$ cat src/rtl/video_stream_pkg.sv
// Shared definitions for the 24/32-bit video stream packer/unpacker pair:
// word/pixel widths, byte-lane order within a pixel, the group phase type
// and the pixel record carried by the output register.
package video_stream_pkg;

  localparam int WORD_W = 32;
  localparam int PIX_W  = 24;
  localparam int CH_W   = 8;

  // Byte lane order of one pixel inside the packed byte stream (G, B, R).
  localparam int LANE_G = 0;
  localparam int LANE_B = 1;
  localparam int LANE_R = 2;

  // Position inside a 3-word / 4-pixel group.
  typedef enum logic [1:0] {
    P0 = 2'd0,
    P1 = 2'd1,
    P2 = 2'd2,
    P3 = 2'd3
  } phase_e;

  // One output pixel with its framing markers.
  typedef struct packed {
    logic            sof;
    logic            eol;
    logic [CH_W-1:0] r;
    logic [CH_W-1:0] g;
    logic [CH_W-1:0] b;
  } pix_t;

  localparam int PIX_REG_W = $bits(pix_t);

  // Pick channel byte 'lane' out of three bytes laid out in stream order.
  function automatic logic [CH_W-1:0] lane_byte(input logic [PIX_W-1:0] bytes3,
                                                 input int unsigned     lane);
    return bytes3[lane*CH_W +: CH_W];
  endfunction

endpackage

$ cat src/rtl/axis_pix_reg.sv
// Output holding register for pixel-domain blocks.
// Handshake: a pixel transfers on a clock edge where out_valid & out_ready.
// The register advances (loads new data or empties) whenever it is empty or
// its current content is being taken; while out_valid & ~out_ready the
// content is frozen and 'advance' is low so upstream must not offer data.
module axis_pix_reg #(
  parameter int W = 26
) (
  input  logic         clk,
  input  logic         rst_n,
  input  logic         in_valid,
  input  logic [W-1:0] in_data,
  output logic         advance,
  output logic         out_valid,
  output logic [W-1:0] out_data,
  input  logic         out_ready
);

  logic         valid_q, valid_d;
  logic [W-1:0] data_q, data_d;

  // Room for a new pixel when empty or when the held one leaves this cycle.
  always_comb begin
    advance = ~valid_q | out_ready;
  end

  // Next register content: load on advance, otherwise hold.
  always_comb begin
    valid_d = valid_q;
    data_d  = data_q;
    if (advance) begin
      valid_d = in_valid;
      if (in_valid) begin
        data_d = in_data;
      end
    end
  end

  // Register update with synchronous active-low reset.
  always_ff @(posedge clk) begin
    if (!rst_n) begin
      valid_q <= 1'b0;
      data_q  <= '0;
    end else begin
      valid_q <= valid_d;
      data_q  <= data_d;
    end
  end

  assign out_valid = valid_q;
  assign out_data  = data_q;

endmodule

$ cat src/rtl/axis_rgb_unpacker.sv
// Unpacks a 32-bit AXI4-Stream byte stream (3 words per 4 pixels, bytes in
// G,B,R order, LSB first) into one 24-bit RGB pixel per output transfer.
// Optional framing checker: define AXIS_RGB_UNPACKER_PROTO_CHECK_EN to enable
// the sticky proto_err flag, tkeep checking and misplaced-tlast handling.
// Input handshake: a word is taken on a clock edge where tvalid & tready.
// Output handshake: a pixel is taken on a clock edge where valid & ready.
module axis_rgb_unpacker
  import video_stream_pkg::*;
(
  input  logic              aclk,
  input  logic              aresetn,
  input  logic [WORD_W-1:0] in_stream_tdata,
  input  logic [3:0]        in_stream_tkeep,
  input  logic              in_stream_tlast,
  input  logic              in_stream_tuser,
  input  logic              in_stream_tvalid,
  output logic              in_stream_tready,
  output logic [CH_W-1:0]   r,
  output logic [CH_W-1:0]   g,
  output logic [CH_W-1:0]   b,
  output logic              valid,
  input  logic              ready,
  output logic              sof,
  output logic              eol,
  output logic              proto_err,
  output phase_e            dbg_phase
);

  phase_e             phase_q, phase_d;
  logic [PIX_W-1:0]   res_q, res_d;
  logic               tlast_q, tlast_d;
  logic               proto_err_q, proto_err_d;

  logic               advance;
  logic               accept;
  logic               emit;
  phase_e             word_phase;
  logic [PIX_W-1:0]   lane_v;
  pix_t               pix_d;
  pix_t               pix_q;
  logic               misplaced_tlast;

  // A P3 pixel needs no input word, so the input stalls in P3.
  assign in_stream_tready = aresetn & advance & (phase_q != P3);
  assign accept           = in_stream_tvalid & in_stream_tready;

  // tuser always restarts a group: the word decodes as P0 whatever the phase.
  always_comb begin
    word_phase = in_stream_tuser ? P0 : phase_q;
  end

  // tlast is only meaningful on the third word of a group.
  always_comb begin
    misplaced_tlast = accept & in_stream_tlast &
                      ((word_phase == P0) | (word_phase == P1));
  end

  // Group sequencing and pixel assembly from residue bytes plus the new word.
  always_comb begin
    phase_d = phase_q;
    res_d   = res_q;
    tlast_d = tlast_q;
    emit    = 1'b0;
    lane_v  = '0;
    pix_d   = '0;
    if (advance && (phase_q == P3)) begin
      emit      = 1'b1;
      lane_v    = res_q;
      pix_d.eol = tlast_q;
      phase_d   = P0;
      res_d     = '0;
      tlast_d   = 1'b0;
    end else if (accept) begin
      emit = 1'b1;
      case (word_phase)
        P0: begin
          lane_v    = in_stream_tdata[23:0];
          res_d     = {16'h0000, in_stream_tdata[31:24]};
          pix_d.sof = in_stream_tuser;
          phase_d   = P1;
        end
        P1: begin
          lane_v  = {in_stream_tdata[15:0], res_q[7:0]};
          res_d   = {8'h00, in_stream_tdata[31:16]};
          phase_d = P2;
        end
        P2: begin
          lane_v  = {in_stream_tdata[7:0], res_q[15:0]};
          res_d   = in_stream_tdata[31:8];
          tlast_d = in_stream_tlast;
          phase_d = P3;
        end
        default: begin
          phase_d = P0;
        end
      endcase
`ifdef AXIS_RGB_UNPACKER_PROTO_CHECK_EN
      // Early end of line: close the line on this pixel and restart the group.
      if (misplaced_tlast) begin
        pix_d.eol = 1'b1;
        phase_d   = P0;
        res_d     = '0;
        tlast_d   = 1'b0;
      end
`endif
    end
    pix_d.g = lane_byte(lane_v, LANE_G);
    pix_d.b = lane_byte(lane_v, LANE_B);
    pix_d.r = lane_byte(lane_v, LANE_R);
  end

`ifdef AXIS_RGB_UNPACKER_PROTO_CHECK_EN
  logic resync;
  logic bad_keep;

  // Sticky framing error: early tlast, mid-group tuser, or partial tkeep.
  always_comb begin
    resync      = accept & in_stream_tuser & ((phase_q == P1) | (phase_q == P2));
    bad_keep    = accept & (in_stream_tkeep != 4'hF);
    proto_err_d = proto_err_q | resync | misplaced_tlast | bad_keep;
  end
`else
  logic unused_inputs;

  // Without the checker, tkeep and early tlast carry no meaning.
  always_comb begin
    unused_inputs = ^in_stream_tkeep | misplaced_tlast;
    proto_err_d   = 1'b0;
  end
`endif

  // Group state and error flag, synchronous active-low reset.
  always_ff @(posedge aclk) begin
    if (!aresetn) begin
      phase_q     <= P0;
      res_q       <= '0;
      tlast_q     <= 1'b0;
      proto_err_q <= 1'b0;
    end else begin
      phase_q     <= phase_d;
      res_q       <= res_d;
      tlast_q     <= tlast_d;
      proto_err_q <= proto_err_d;
    end
  end

  axis_pix_reg #(
    .W (PIX_REG_W)
  ) u_pix_reg (
    .clk       (aclk),
    .rst_n     (aresetn),
    .in_valid  (emit),
    .in_data   (pix_d),
    .advance   (advance),
    .out_valid (valid),
    .out_data  (pix_q),
    .out_ready (ready)
  );

  assign r         = pix_q.r;
  assign g         = pix_q.g;
  assign b         = pix_q.b;
  assign sof       = pix_q.sof;
  assign eol       = pix_q.eol;
  assign proto_err = proto_err_q;
  assign dbg_phase = phase_q;

endmodule

$ cat config.mk
export PLATFORM = sky130hd
export DESIGN_NAME = axis_rgb_unpacker
export DESIGN_NICKNAME = d
export VERILOG_FILES = /design/src/rtl/video_stream_pkg.sv /design/src/rtl/axis_pix_reg.sv /design/src/rtl/axis_rgb_unpacker.sv
export SDC_FILE = /design/constraint.sdc
export NUM_CORES = 1
export LEC_CHECK = 0
export CORE_MARGIN = 3
export CORE_UTILIZATION = 56
export DETAILED_ROUTE_END_ITERATION = 10
export DONT_BUFFER_PORTS = 1
export PLACE_DENSITY = 0.81
export REMOVE_ABC_BUFFERS = 1
export SYNTH_ARGS = -nofsm -noshare
export SYNTH_HDL_FRONTEND = slang
export SYNTH_SLANG_ARGS = --single-unit
$ cat constraint.sdc
create_clock -name aclk -period 1.7 [get_ports aclk]
set_input_delay 0.34 -clock aclk [delete_from_list [all_inputs] [get_ports aclk]]
set_output_delay 0.34 -clock aclk [all_outputs]
set_load 0.005 [all_outputs]
==> metrics.md <==
| Metric | Value |
|---|---|
| Endpoint class of the critical path | `flip-flop` |
| Worst-Margin Slew | `0.699 ns` |
| WP data required | `1.95 ns` |
| Initial DRT Pass Iterations | `6` |
| Worst hold-check path type | `input port to flip-flop` |
| Ys async rst share | `0` |
| Clock Path Buffers | `2` |
| First-pass GRT wire length | `11200 um` |
| WS Path Type | `flip-flop to flip-flop` |
| Achievable Freq | `586 MHz` |
| Gr ovfl total | `0` |
| Finished Cell Area | `3230 um2` |
| CTS tree | `built` |
| Synth cell types | `30` |
| CP max stage cell | `dfxtp_4` |
| Crit path max fanout | `6` |
| Startpoint Class | `flip-flop` |
| Peak supply drop | `0.487 mV` |
| # IOs | `73` |
| RSZ-0062 raised after global routing | `true` |
| Fin Hold WS | `0.160 ns` |
| Die X-Extent | `74.9 um` |
| DR vias | `2632` |
| Inst Count DP | `362` |
| Pwr dens | `769 nW/um2` |
| Area of the core | `4470 um2` |
| Worst skew pair latency | `0.31 ns` |
| Seq cells post-synth | `54` |
| Layout cell share with drive strength beyond 1 | `0.259` |
| Slew Limit Fails | `0` |
| Reg clk slew, reported paths | `0.09 ns` |
| Drc violations | `0` |
| DR top layer | `met4` |
| Drt wl/cell | `20.4 um` |
| Final wirelength | `7610 um` |
| Met2 routed WL | `3610 um` |
| DRT antenna net count | `0` |
| Area growth, synth to finish | `21.8%` |
| Non-Filler Instances | `373` |
| Final Cycle Share | `1.00` |
| Port-buffer cells | `0` |
| Most frequent cell after synthesis | `dfxtp_1` |
| Fin util | `0.723` |
| Initial core utilization | `0.593` |
| Arr. time, crit path | `1.95 ns` |
| Violated checks | `setup timing` |
| Gpl congestion | `0.878` |
| Fin nets | `368` |
| Depth of the CTS H-tree | `2` |
| # diodes | `0` |
| Yosys warning total | `0` |
| Die Area | `5600 um2` |
| Total GRT Usage | `0.263` |
| Initial DRC count | `238` |
| Fin crit period | `1.71 ns` |
| Mux cell area share after synthesis | `0` |
| Final Skew | `0.00382 ns` |
| Post-synthesis cell count | `313` |
| Simple-gate share of the synthesized area | `0.115` |
| Root buffer cell | `clkbuf_8` |
| Largest family of logic cells by synthesized area | `compound AO/OA/AOI/OAI gates` |
| Synth Flop Type | `dfxtp_1` |
| XOR/XNOR Fraction of Synth Area | `0` |
| Static Leak | `0.00114 uW` |
| Final WS setup | `-0.00625 ns` |
| # hold bufs at CTS | `0` |
| Clk sinks | `54` |
| Final hold violation count | `0` |
| Synth Area in Compound Gates | `0.394` |
| Post-Synth Adder-Cell Area | `0.0189` |
| Synth cell count leaders | `dfxtp_1 (54), a21oi_1 (51), a22o_1 (24)` |
| Cell taking the most area after synthesis | `dfxtp_1` |
| WL met3 | `814 um` |
| Cell area after synthesis | `2660 um2` |
| Site Rows | `24` |
| Crit-path cells | `nand2b_4, inv_4, ha_4, and3b_2, and3_4, buf_12, buf_6, nand3_2, a21oi_2` |
| Run status | `finished, violations left` |
| Number of CTS-inserted buffers | `5` |
| Number of max-cap violations | `0` |
| Antenna violations before repair | `0` |
| Seq/Total Area, Yosys | `0.407` |
| Post-synth EDFFs | `0` |
| Hpwl dp | `4490 um` |
| Syn_area_per_cell | `8.48 um2` |
| Share of the synthesized area in the top cell type | `0.407` |
| Endpoints failing setup | `1` |
| Die Span Y | `74.9 um` |
| Vias in the first global route | `2345` |
| Largest cells by area after synthesis | `dfxtp_1 (41%), a21oi_1 (9.6%), a22o_1 (7.9%)` |
| Largest net degree at the start of global routing | `33` |
| DRT met1 WL | `3050 um` |
| Crit path largest cell delay | `0.37 ns` |
| DR vias/cell | `7.06` |
| Rel. slew slack | `0.533` |
| Placed Instance Area | `2850 um2` |
## registers in the layout (all words and copies together), names as in the netlist
| signal | flops |
|---|---|
| dbg_phase | 2 |
| res_q | 24 |
| tlast_q | 1 |
| u_pix_reg.out_data | 26 |
| u_pix_reg.out_valid | 1 |
## stage by stage
stage | total power, uW | setup WS [ns] | TNS, ns
after CTS | 2460 | -0.00511 | -0.00882
after floorplan | 1620 | -0.493 | -20.13
after global placement | 1720 | -0.119 | -2.64
after global routing | 2600 | -0.109 | -1.42
final | 2490 | -0.00625 | -0.00625
after detailed placement | 1730 | -0.166 | -4.08
## worst paths after layout
path	slack (ns)	startpoint	to	cells past startpoint
min	0.16	aresetn	u_pix_reg.out_data[22]	2
max reg2reg	-0.006	dbg_phase[1]	res_q[8]	9
min reg2reg	0.45	tlast_q	u_pix_reg.out_data[24]	2
max	-0.006	dbg_phase[1]	res_q[8]	9
## cell usage in the layout, fill, tap and decap left out, types with 2 or more instances in the layout
master     count
ha_2           3
a22o_1        24
buf_12         4
nand3_1        8
a222oi_1      16
nand3_2        9
inv_4          2
nor2_4         2
dfxtp_1       52
a22oi_2        4
nand2_1       21
clkbuf_8       6
nand2b_4       2
a21oi_2        9
a2bb2oi_1     16
o21ai_0       22
buf_4         22
nand4_1        2
buf_6          6
a21oi_1       42
o21ai_1        3
nor2_1         9
a22oi_1       13
buf_16         2
## repair_timing
action | in CTS | in global routing
cloned | 2 | 2
setup endpoints to repair | 46 | 45
buffers inserted | 1 | 1
pin swaps | 7 | 43
gates resized for setup | 12 | 41
## per-layer routing
| metal | global-route usage | vias to the layer above |
|---|---|---|
| met5 | 0 | - |
| met4 | 0.103 | 0 |
| met3 | 0.0908 | 13 |
| met1 | 0.328 | 1249 |
| li1 | - | 1227 |
| met2 | 0.416 | 143 |
## layout make-up
class	count	area, um2
Inverter	3	16.3
Fill cell	335	1240
Clock buffer	6	82.6
Tap cell	52	65.1
Multi-Input combinational cell	221	1570
Timing Repair Buffer	37	413
Sequential cell	54	1090
## cell families (layout without fill, tap and decap cells)
group,count (synthesis),in the layout
adders and majority gates,4,4
AOI/OAI and AO/OA,153,153
buffers and inverters,38,46
and+or+nand+nor,63,63
other,1,1
DFF,54,54
## worst max-delay path, delay by kind of cell (launching register included)
kind	cells	cell delay (ns)
flip-flops	1	0.37
adder cells (fa/ha/maj)	1	0.14
AND/OR/NAND/NOR	4	0.68
buffers and inverters	3	0.30
AO/OA/AOI/OAI	1	0.15
## report_power, final
part           switching (uW)  leakage [uW]  internal (uW)
clock                     397     0.0000431            315
sequential               45.1      0.000442           1320
combinational             200      0.000656            208
total                     642       0.00114           1850
Power figures use the tool's default switching activity.
